**src/rtl/vga_timing_rx.sv**
```systemverilog
// ----------------------------------------------------------------------------
// vga_timing_rx
//
// Receive side of the VGA path. It samples an incoming hsync/vsync/RGB stream
// on the pixel clock and measures the line period and the frame height. Once
// enough consecutive frames match the expected timing, it reports lock and
// produces per-pixel coordinates and a data-enable. Loopback self-test and
// frame-capture logic consume these outputs.
//
// Ports
//   clk_i          pixel clock
//   reset_i        asynchronous, active-high reset
//   hsync_i        horizontal sync (polarity set by SYNC_ACTIVE_LOW)
//   vsync_i        vertical sync   (polarity set by SYNC_ACTIVE_LOW)
//   red_i/green_i/blue_i   4-bit pixel colour in
//   red_o/green_o/blue_o   4-bit pixel colour out, zero outside de_o
//   x_o, y_o       visible column/row, zero outside de_o
//   de_o           visible pixel while locked
//   frame_start_o  one-cycle pulse per vsync assert edge
//   h_period_o     last measured line length in clocks
//   v_lines_o      last measured frame length in lines
//   locked_o       timing lock
//
// Latency: a pixel registered at clock edge N appears on the colour, x_o,
// y_o and de_o outputs at edge N+2.
// ----------------------------------------------------------------------------
module vga_timing_rx #(
    parameter int H_TOTAL          = 800,
    parameter int V_TOTAL          = 525,
    parameter int H_VISIBLE        = 640,
    parameter int V_VISIBLE        = 480,
    parameter int H_SYNC_TO_ACTIVE = 144,
    parameter int V_SYNC_TO_ACTIVE = 35,
    parameter bit SYNC_ACTIVE_LOW  = 1'b1,
    parameter int LOCK_FRAMES      = 2
) (
    input  logic        clk_i,
    input  logic        reset_i,
    input  logic        hsync_i,
    input  logic        vsync_i,
    input  logic [3:0]  red_i,
    input  logic [3:0]  green_i,
    input  logic [3:0]  blue_i,
    output logic [3:0]  red_o,
    output logic [3:0]  green_o,
    output logic [3:0]  blue_o,
    output logic [9:0]  x_o,
    output logic [9:0]  y_o,
    output logic        de_o,
    output logic        frame_start_o,
    output logic [11:0] h_period_o,
    output logic [10:0] v_lines_o,
    output logic        locked_o
);

    localparam logic [11:0] H_MAX = 12'hFFF;
    localparam logic [10:0] V_MAX = 11'h7FF;

    // good_cnt only ever holds 0..LOCK_FRAMES-1; reaching the last value
    // together with another good frame is what moves the FSM to LOCKED.
    localparam int GW = (LOCK_FRAMES > 2) ? $clog2(LOCK_FRAMES) : 1;
    localparam logic [GW-1:0] LAST_GOOD = GW'(LOCK_FRAMES - 1);

    typedef enum logic {
        UNLOCKED = 1'b0,
        LOCKED   = 1'b1
    } state_t;

    // Input stage: syncs are stored already normalised to "1 = asserted".
    logic        hs_q, vs_q, hs_prev_q, vs_prev_q;
    logic [11:0] rgb_q;

    // Measurement state
    logic [11:0] h_cnt_q, h_cnt_d;
    logic [10:0] v_cnt_q, v_cnt_d;
    logic        h_valid_q, v_valid_q, line_err_q;

    // Lock FSM
    state_t      state_q;
    logic [GW-1:0] good_cnt_q;

    // Pixel pipeline stage between the input register and the outputs
    logic [11:0] pix2_q;
    logic        vis2_q;
    logic [9:0]  x2_q, y2_q;

    // Combinational helpers
    logic        hs_edge, vs_edge;
    logic [11:0] h_inc;
    logic [12:0] h_len;
    logic [10:0] v_inc;
    logic [11:0] v_cap;
    logic        bad_line, frame_good, frame_bad;
    logic        go_lock, drop_lock, lock_next;
    logic [12:0] pos_k;
    logic [11:0] pos_j;
    logic        visible;
    logic [9:0]  x_d, y_d;

    // Register every input once; the previous sync values give the edges.
    always_ff @(posedge clk_i or posedge reset_i) begin
        if (reset_i) begin
            hs_q      <= 1'b0;
            vs_q      <= 1'b0;
            hs_prev_q <= 1'b0;
            vs_prev_q <= 1'b0;
            rgb_q     <= '0;
        end else begin
            hs_q      <= hsync_i ^ SYNC_ACTIVE_LOW;
            vs_q      <= vsync_i ^ SYNC_ACTIVE_LOW;
            hs_prev_q <= hs_q;
            vs_prev_q <= vs_q;
            rgb_q     <= {red_i, green_i, blue_i};
        end
    end

    assign hs_edge = hs_q & ~hs_prev_q;
    assign vs_edge = vs_q & ~vs_prev_q;

    // h_len is the line length ending at an hsync edge (h_cnt+1, unsaturated).
    // v_cap is the line count a vsync edge would capture, counting an hsync
    // edge that lands in the same cycle.
    always_comb begin
        h_inc = (h_cnt_q == H_MAX) ? H_MAX : h_cnt_q + 12'd1;
        h_len = {1'b0, h_cnt_q} + 13'd1;
        v_inc = (v_cnt_q == V_MAX) ? V_MAX : v_cnt_q + 11'd1;
        v_cap = hs_edge ? ({1'b0, v_cnt_q} + 12'd1) : {1'b0, v_cnt_q};

        h_cnt_d = hs_edge ? 12'd0 : h_inc;
        v_cnt_d = v_cnt_q;
        if (vs_edge) begin
            v_cnt_d = 11'd0;
        end else if (hs_edge) begin
            v_cnt_d = v_inc;
        end
    end

    // A bad line in the same cycle as the vsync edge still spoils the frame.
    assign bad_line   = hs_edge & h_valid_q & (h_len != 13'(H_TOTAL));
    assign frame_good = vs_edge & v_valid_q & (v_cap == 12'(V_TOTAL))
                        & ~line_err_q & ~bad_line;
    assign frame_bad  = vs_edge & ~frame_good;

    // The first hsync edge after reset only starts a measurement, so
    // h_period_o stays 0 until a complete line has been seen.
    always_ff @(posedge clk_i or posedge reset_i) begin
        if (reset_i) begin
            h_cnt_q       <= '0;
            v_cnt_q       <= '0;
            h_valid_q     <= 1'b0;
            v_valid_q     <= 1'b0;
            line_err_q    <= 1'b0;
            h_period_o    <= '0;
            v_lines_o     <= '0;
            frame_start_o <= 1'b0;
        end else begin
            h_cnt_q       <= h_cnt_d;
            v_cnt_q       <= v_cnt_d;
            frame_start_o <= vs_edge;
            if (hs_edge) begin
                h_valid_q <= 1'b1;
                if (h_valid_q) begin
                    h_period_o <= h_inc;
                end
            end
            if (vs_edge) begin
                v_valid_q  <= 1'b1;
                v_lines_o  <= hs_edge ? v_inc : v_cnt_q;
                line_err_q <= 1'b0;
            end else if (bad_line) begin
                line_err_q <= 1'b1;
            end
        end
    end

    // Lock decisions are made combinationally so de_o can follow locked_o
    // in the very same cycle.
    assign go_lock   = (state_q == UNLOCKED) & frame_good & (good_cnt_q == LAST_GOOD);
    assign drop_lock = (state_q == LOCKED) &
                       (bad_line | frame_bad | (h_cnt_q == H_MAX) | (v_cnt_q == V_MAX));
    assign lock_next = (state_q == LOCKED) ? ~drop_lock : go_lock;

    // Lock FSM with registered locked_o.
    always_ff @(posedge clk_i or posedge reset_i) begin
        if (reset_i) begin
            state_q    <= UNLOCKED;
            good_cnt_q <= '0;
            locked_o   <= 1'b0;
        end else begin
            case (state_q)
                UNLOCKED: begin
                    if (go_lock) begin
                        state_q    <= LOCKED;
                        locked_o   <= 1'b1;
                        good_cnt_q <= '0;
                    end else if (frame_good) begin
                        good_cnt_q <= good_cnt_q + GW'(1);
                    end else if (frame_bad) begin
                        good_cnt_q <= '0;
                    end
                end
                LOCKED: begin
                    if (drop_lock) begin
                        state_q    <= UNLOCKED;
                        locked_o   <= 1'b0;
                        good_cnt_q <= '0;
                    end
                end
                default: begin
                    state_q    <= UNLOCKED;
                    locked_o   <= 1'b0;
                    good_cnt_q <= '0;
                end
            endcase
        end
    end

    // Position of the pixel currently in rgb_q: k clocks after the
    // hsync-assert sample, j lines after the vsync-assert line. On an edge
    // cycle the counters have not cleared yet, so the edge forces k/j.
    always_comb begin
        pos_k   = hs_edge ? 13'd0 : h_len;
        pos_j   = vs_edge ? 12'd0 : v_cap;
        visible = (pos_k >= 13'(H_SYNC_TO_ACTIVE)) &&
                  (pos_k <  13'(H_SYNC_TO_ACTIVE + H_VISIBLE)) &&
                  (pos_j >= 12'(V_SYNC_TO_ACTIVE)) &&
                  (pos_j <  12'(V_SYNC_TO_ACTIVE + V_VISIBLE));
        x_d     = 10'(pos_k - 13'(H_SYNC_TO_ACTIVE));
        y_d     = 10'(pos_j - 12'(V_SYNC_TO_ACTIVE));
    end

    // Second pipeline stage: colour and coordinates travel together.
    always_ff @(posedge clk_i or posedge reset_i) begin
        if (reset_i) begin
            pix2_q <= '0;
            vis2_q <= 1'b0;
            x2_q   <= '0;
            y2_q   <= '0;
        end else begin
            pix2_q <= rgb_q;
            vis2_q <= visible;
            x2_q   <= x_d;
            y2_q   <= y_d;
        end
    end

    // Output stage: everything is blanked unless the pixel is visible and
    // the receiver is locked in this same cycle.
    always_ff @(posedge clk_i or posedge reset_i) begin
        if (reset_i) begin
            de_o    <= 1'b0;
            red_o   <= '0;
            green_o <= '0;
            blue_o  <= '0;
            x_o     <= '0;
            y_o     <= '0;
        end else begin
            de_o <= vis2_q & lock_next;
            if (vis2_q & lock_next) begin
                {red_o, green_o, blue_o} <= pix2_q;
                x_o                      <= x2_q;
                y_o                      <= y2_q;
            end else begin
                {red_o, green_o, blue_o} <= '0;
                x_o                      <= '0;
                y_o                      <= '0;
            end
        end
    end

endmodule
```
**config.mk**
```make
export PLATFORM = sky130hd
export DESIGN_NAME = vga_timing_rx
export DESIGN_NICKNAME = d
export VERILOG_FILES = /design/src/rtl/vga_timing_rx.sv
export SDC_FILE = /design/constraint.sdc
export NUM_CORES = 1
export LEC_CHECK = 0
export CORE_MARGIN = 2
export CORE_UTILIZATION = 40
export DETAILED_ROUTE_END_ITERATION = 6
export GPL_TIMING_DRIVEN = 1
export PLACE_DENSITY = 0.64
export SETUP_SLACK_MARGIN = 0.2
export SYNTH_ARGS = -nofsm -noshare
export SYNTH_HDL_FRONTEND = slang
export SYNTH_SLANG_ARGS = --single-unit
```
**constraint.sdc**
```tcl
create_clock -name clk_i -period 5 [get_ports clk_i]
set_clock_uncertainty 0.15 [all_clocks]
set_input_delay 1 -clock clk_i [delete_from_list [all_inputs] [get_ports clk_i]]
set_output_delay 1 -clock clk_i [all_outputs]
set_load 0.01 [all_outputs]
```
==> out/results.txt <==
Status: completed
Prevailing post-synth register cell: dfrtp_1
Post-CTS Hold Fix Bufs: 0
Final period util: 0.596
Dominant cells by area after synthesis: dfrtp_1 (62%), and2_1 (4.8%), nor2_1 (3.6%), xnor2_1 (3.4%), nand2_1 (2.7%)
WP buf/inv: 0
Avg WL per Cell: 15.2 um
CP Max Fanout: 33
CP Cell Sequence: ha_1, nand2_1, or4_1, nand3b_1, nand2_1, and3_1, o211a_4, and2_1
Critical path type: reg -> reg
Leak: 0.00300 uW
Post-DP Area: 6320 sq um
Die ar.: 14600 sq um
Number of flops mapped to enable cells by yosys: 0
I/O Buffers: 73
Hold Fails Final Rpt: 0
Final nets: 579
Clk slew on worst S/H paths: 0.05 ns
Max incr delay on CP: 0.77 ns
Io pins: 74
Design Area, Final: 6890 sq um
GP Congestion: 0.866
Sink Count: 135
DP Worst Slack: 2.07 ns
Post-CTS Setup Inserts: 0
Min cycle time layout: 2.98 ns
Via count: 3779
Fillers: 1178
Initial Utilization: 0.412
DR iter-0 viols: 328
Critical path depth: 8
Least-Margin Pin Slew: 1.01 ns
Die height: 121 um
Synthesized flop and latch total: 135
Largest net degree at the start of global routing: 82
Seq/Total Area, Yosys: 0.617
Max-slew headroom: 0.329
Top cells by count, synth: dfrtp_1 (135), nor2_1 (52), and2_1 (42), nand2_1 (39), xnor2_1 (21)
Multi-input logic area: 1910 sq um
CP Capture Type: flip-flop
Startpoint types: flip-flop
Mapped Area: 5470 sq um
Max-cap check violation count: 0
Most numerous cell in the Yosys netlist: dfrtp_1
Antenna Nets Post-Route: 0
ANT cells: 0
Antenna violations before repair: 0
Die X: 121 um
Switching Share: 0.237
Total Power: 2680 uW
Vias in the first global route: 3833
Later-pin clock latency in the skew report: 0.42 ns
Register area: 3380 sq um
Worst VDD drop: 0.222 mV
# resized after CTS: 0
Post-route setup TNS: 0 ns
Syn Inst Count: 492
Pwr dens: 389 nW/um^2
Crit path max-delay family: simple AND/OR/NAND/NOR gates
Clock power frac: 0.446
Yosys top cell by area: dfrtp_1
Net count of the mapped netlist: 513
Combinational power share: 0.098
Top cell by count, worst path: nand2_1
RSZ-0062 raised after global routing: false
Int Power: 2040 uW
Via-to-Cell Ratio: 5.07
Syn Area/Cell: 11.1 sq um
NetSw: 633 uW
Final Max Tran Viols: 0
FFs w/ async S/R, synth: 1.00
Layout area overhead: 25.8%
CTS tree: built
Register-to-Register Path Depth: 8
Routed WL: 11300 um
Slowest cell on the critical path: or4_1
Global route overflow: 0
Flop pwr share: 0.456
Clock Root Buffer: clkbuf_16
First-pass GRT wire length: 19100 um
Hold Path Depth: 0
DRC: 0
Router iterations before antenna repair: 4
Top cell type's share of synthesized area: 0.617
CTS Buf Count: 17
CTS max path bufs: 2
Row cnt: 42
Core box area: 13300 sq um
Yosys warning total: 0
Detailed placement HPWL: 7550 um
Worst path arrival time: 3.13 ns
Synth cell types: 56
CTS HTree Levels: 4
Gr usage total: 0.171
Layout cell share with drive strength beyond 1: 0.0721
Setup violators final: 0
Highest clock rate: 0.335 GHz
Final worst slack: 2.02 ns
Worst Hold Class: reg -> reg
Worst EP required: 5.15 ns
==> power by group through the flow <==
stage | registers [uW] | logic, uW | clock network (uW)
global route | 1230 | 297 | 1270
global placement | 1230 | 260 | 0
floorplan | 1230 | 162 | 0
finish | 1220 | 262 | 1190
detailed placement | 1240 | 265 | 0
CTS | 1220 | 267 | 1220
==> logic make-up (layout without fill, tap and decap cells) <==
group	after synthesis	count (layout)	share of synthesized area
flip-flops	135	135	0.617
AO/OA/AOI/OAI	77	77	0.0915
buffers and inverters	40	117	0.0338
AND/OR/NAND/NOR	199	199	0.187
XOR/XNOR	33	33	0.0528
multiplexers	3	3	0.00572
adder cells (fa/ha/maj)	5	5	0.0114
==> worst paths after layout <==
check	slack, ns	start	endpoint
max in group asynchronous	2.84	reset_i	x2_q[7]
hold reg to reg	0.20	rgb_q[4]	pix2_q[4]
hold / removal	0.20	rgb_q[4]	pix2_q[4]
setup / recovery	2.02	h_cnt_q[0]	x_o[7]
min in group asynchronous	1.02	reset_i	rgb_q[8]
setup reg to reg	2.02	h_cnt_q[0]	x_o[7]
==> metal layers <==
layer,global-route usage,wire length (um),vias up
li1,-,-,1810
met2,0.248,5160,119
met3,0.0437,579,22
met4,0.0945,218,0
met1,0.234,5380,1828
met5,0,0,-
==> registers in the layout, indices dropped and copies added (netlist names), 11 cells and up <==
register,flops
v_lines_o,11
h_period_o,12
h_cnt_q,12
v_cnt_q,11
rgb_q,12
pix2_q,12
==> cells in the final DEF, fill, tap and decap left out, types with 5 or more instances in the layout <==
cell	instances
nor3_1	12
o21ai_0	18
nand3_1	9
and2_1	42
nand4_1	11
dfrtp_1	135
and3_1	5
ha_1	5
clkdlybuf4s50_1	73
inv_1	8
xnor2_1	21
nand2_1	39
clkbuf_16	17
xor2_1	12
a31oi_1	16
nand2b_1	8
a21oi_1	19
nor2_1	52
a211oi_1	5
==> area by class of cell <==
cell class	count	area share
flip-flops and latches	135	0.491
multi-input cells	317	0.277
clock inverters	8	0.0145
well taps	176	0.0320
clock buffers	22	0.0674
inverters	10	0.00582
repair buffers	77	0.112
==> per-stage QoR <==
stage,util,hold slack (ns),instances
3_5_place_dp,0.475,0.185,715
3_3_place_gp,0.475,0.184,715
2_1_floorplan,-,0.181,492
6_report,0.518,0.197,745
5_1_grt,0.518,0.205,745
4_1_cts,0.518,0.197,745
No activity file was read; power rests on OpenSTA's default activity.
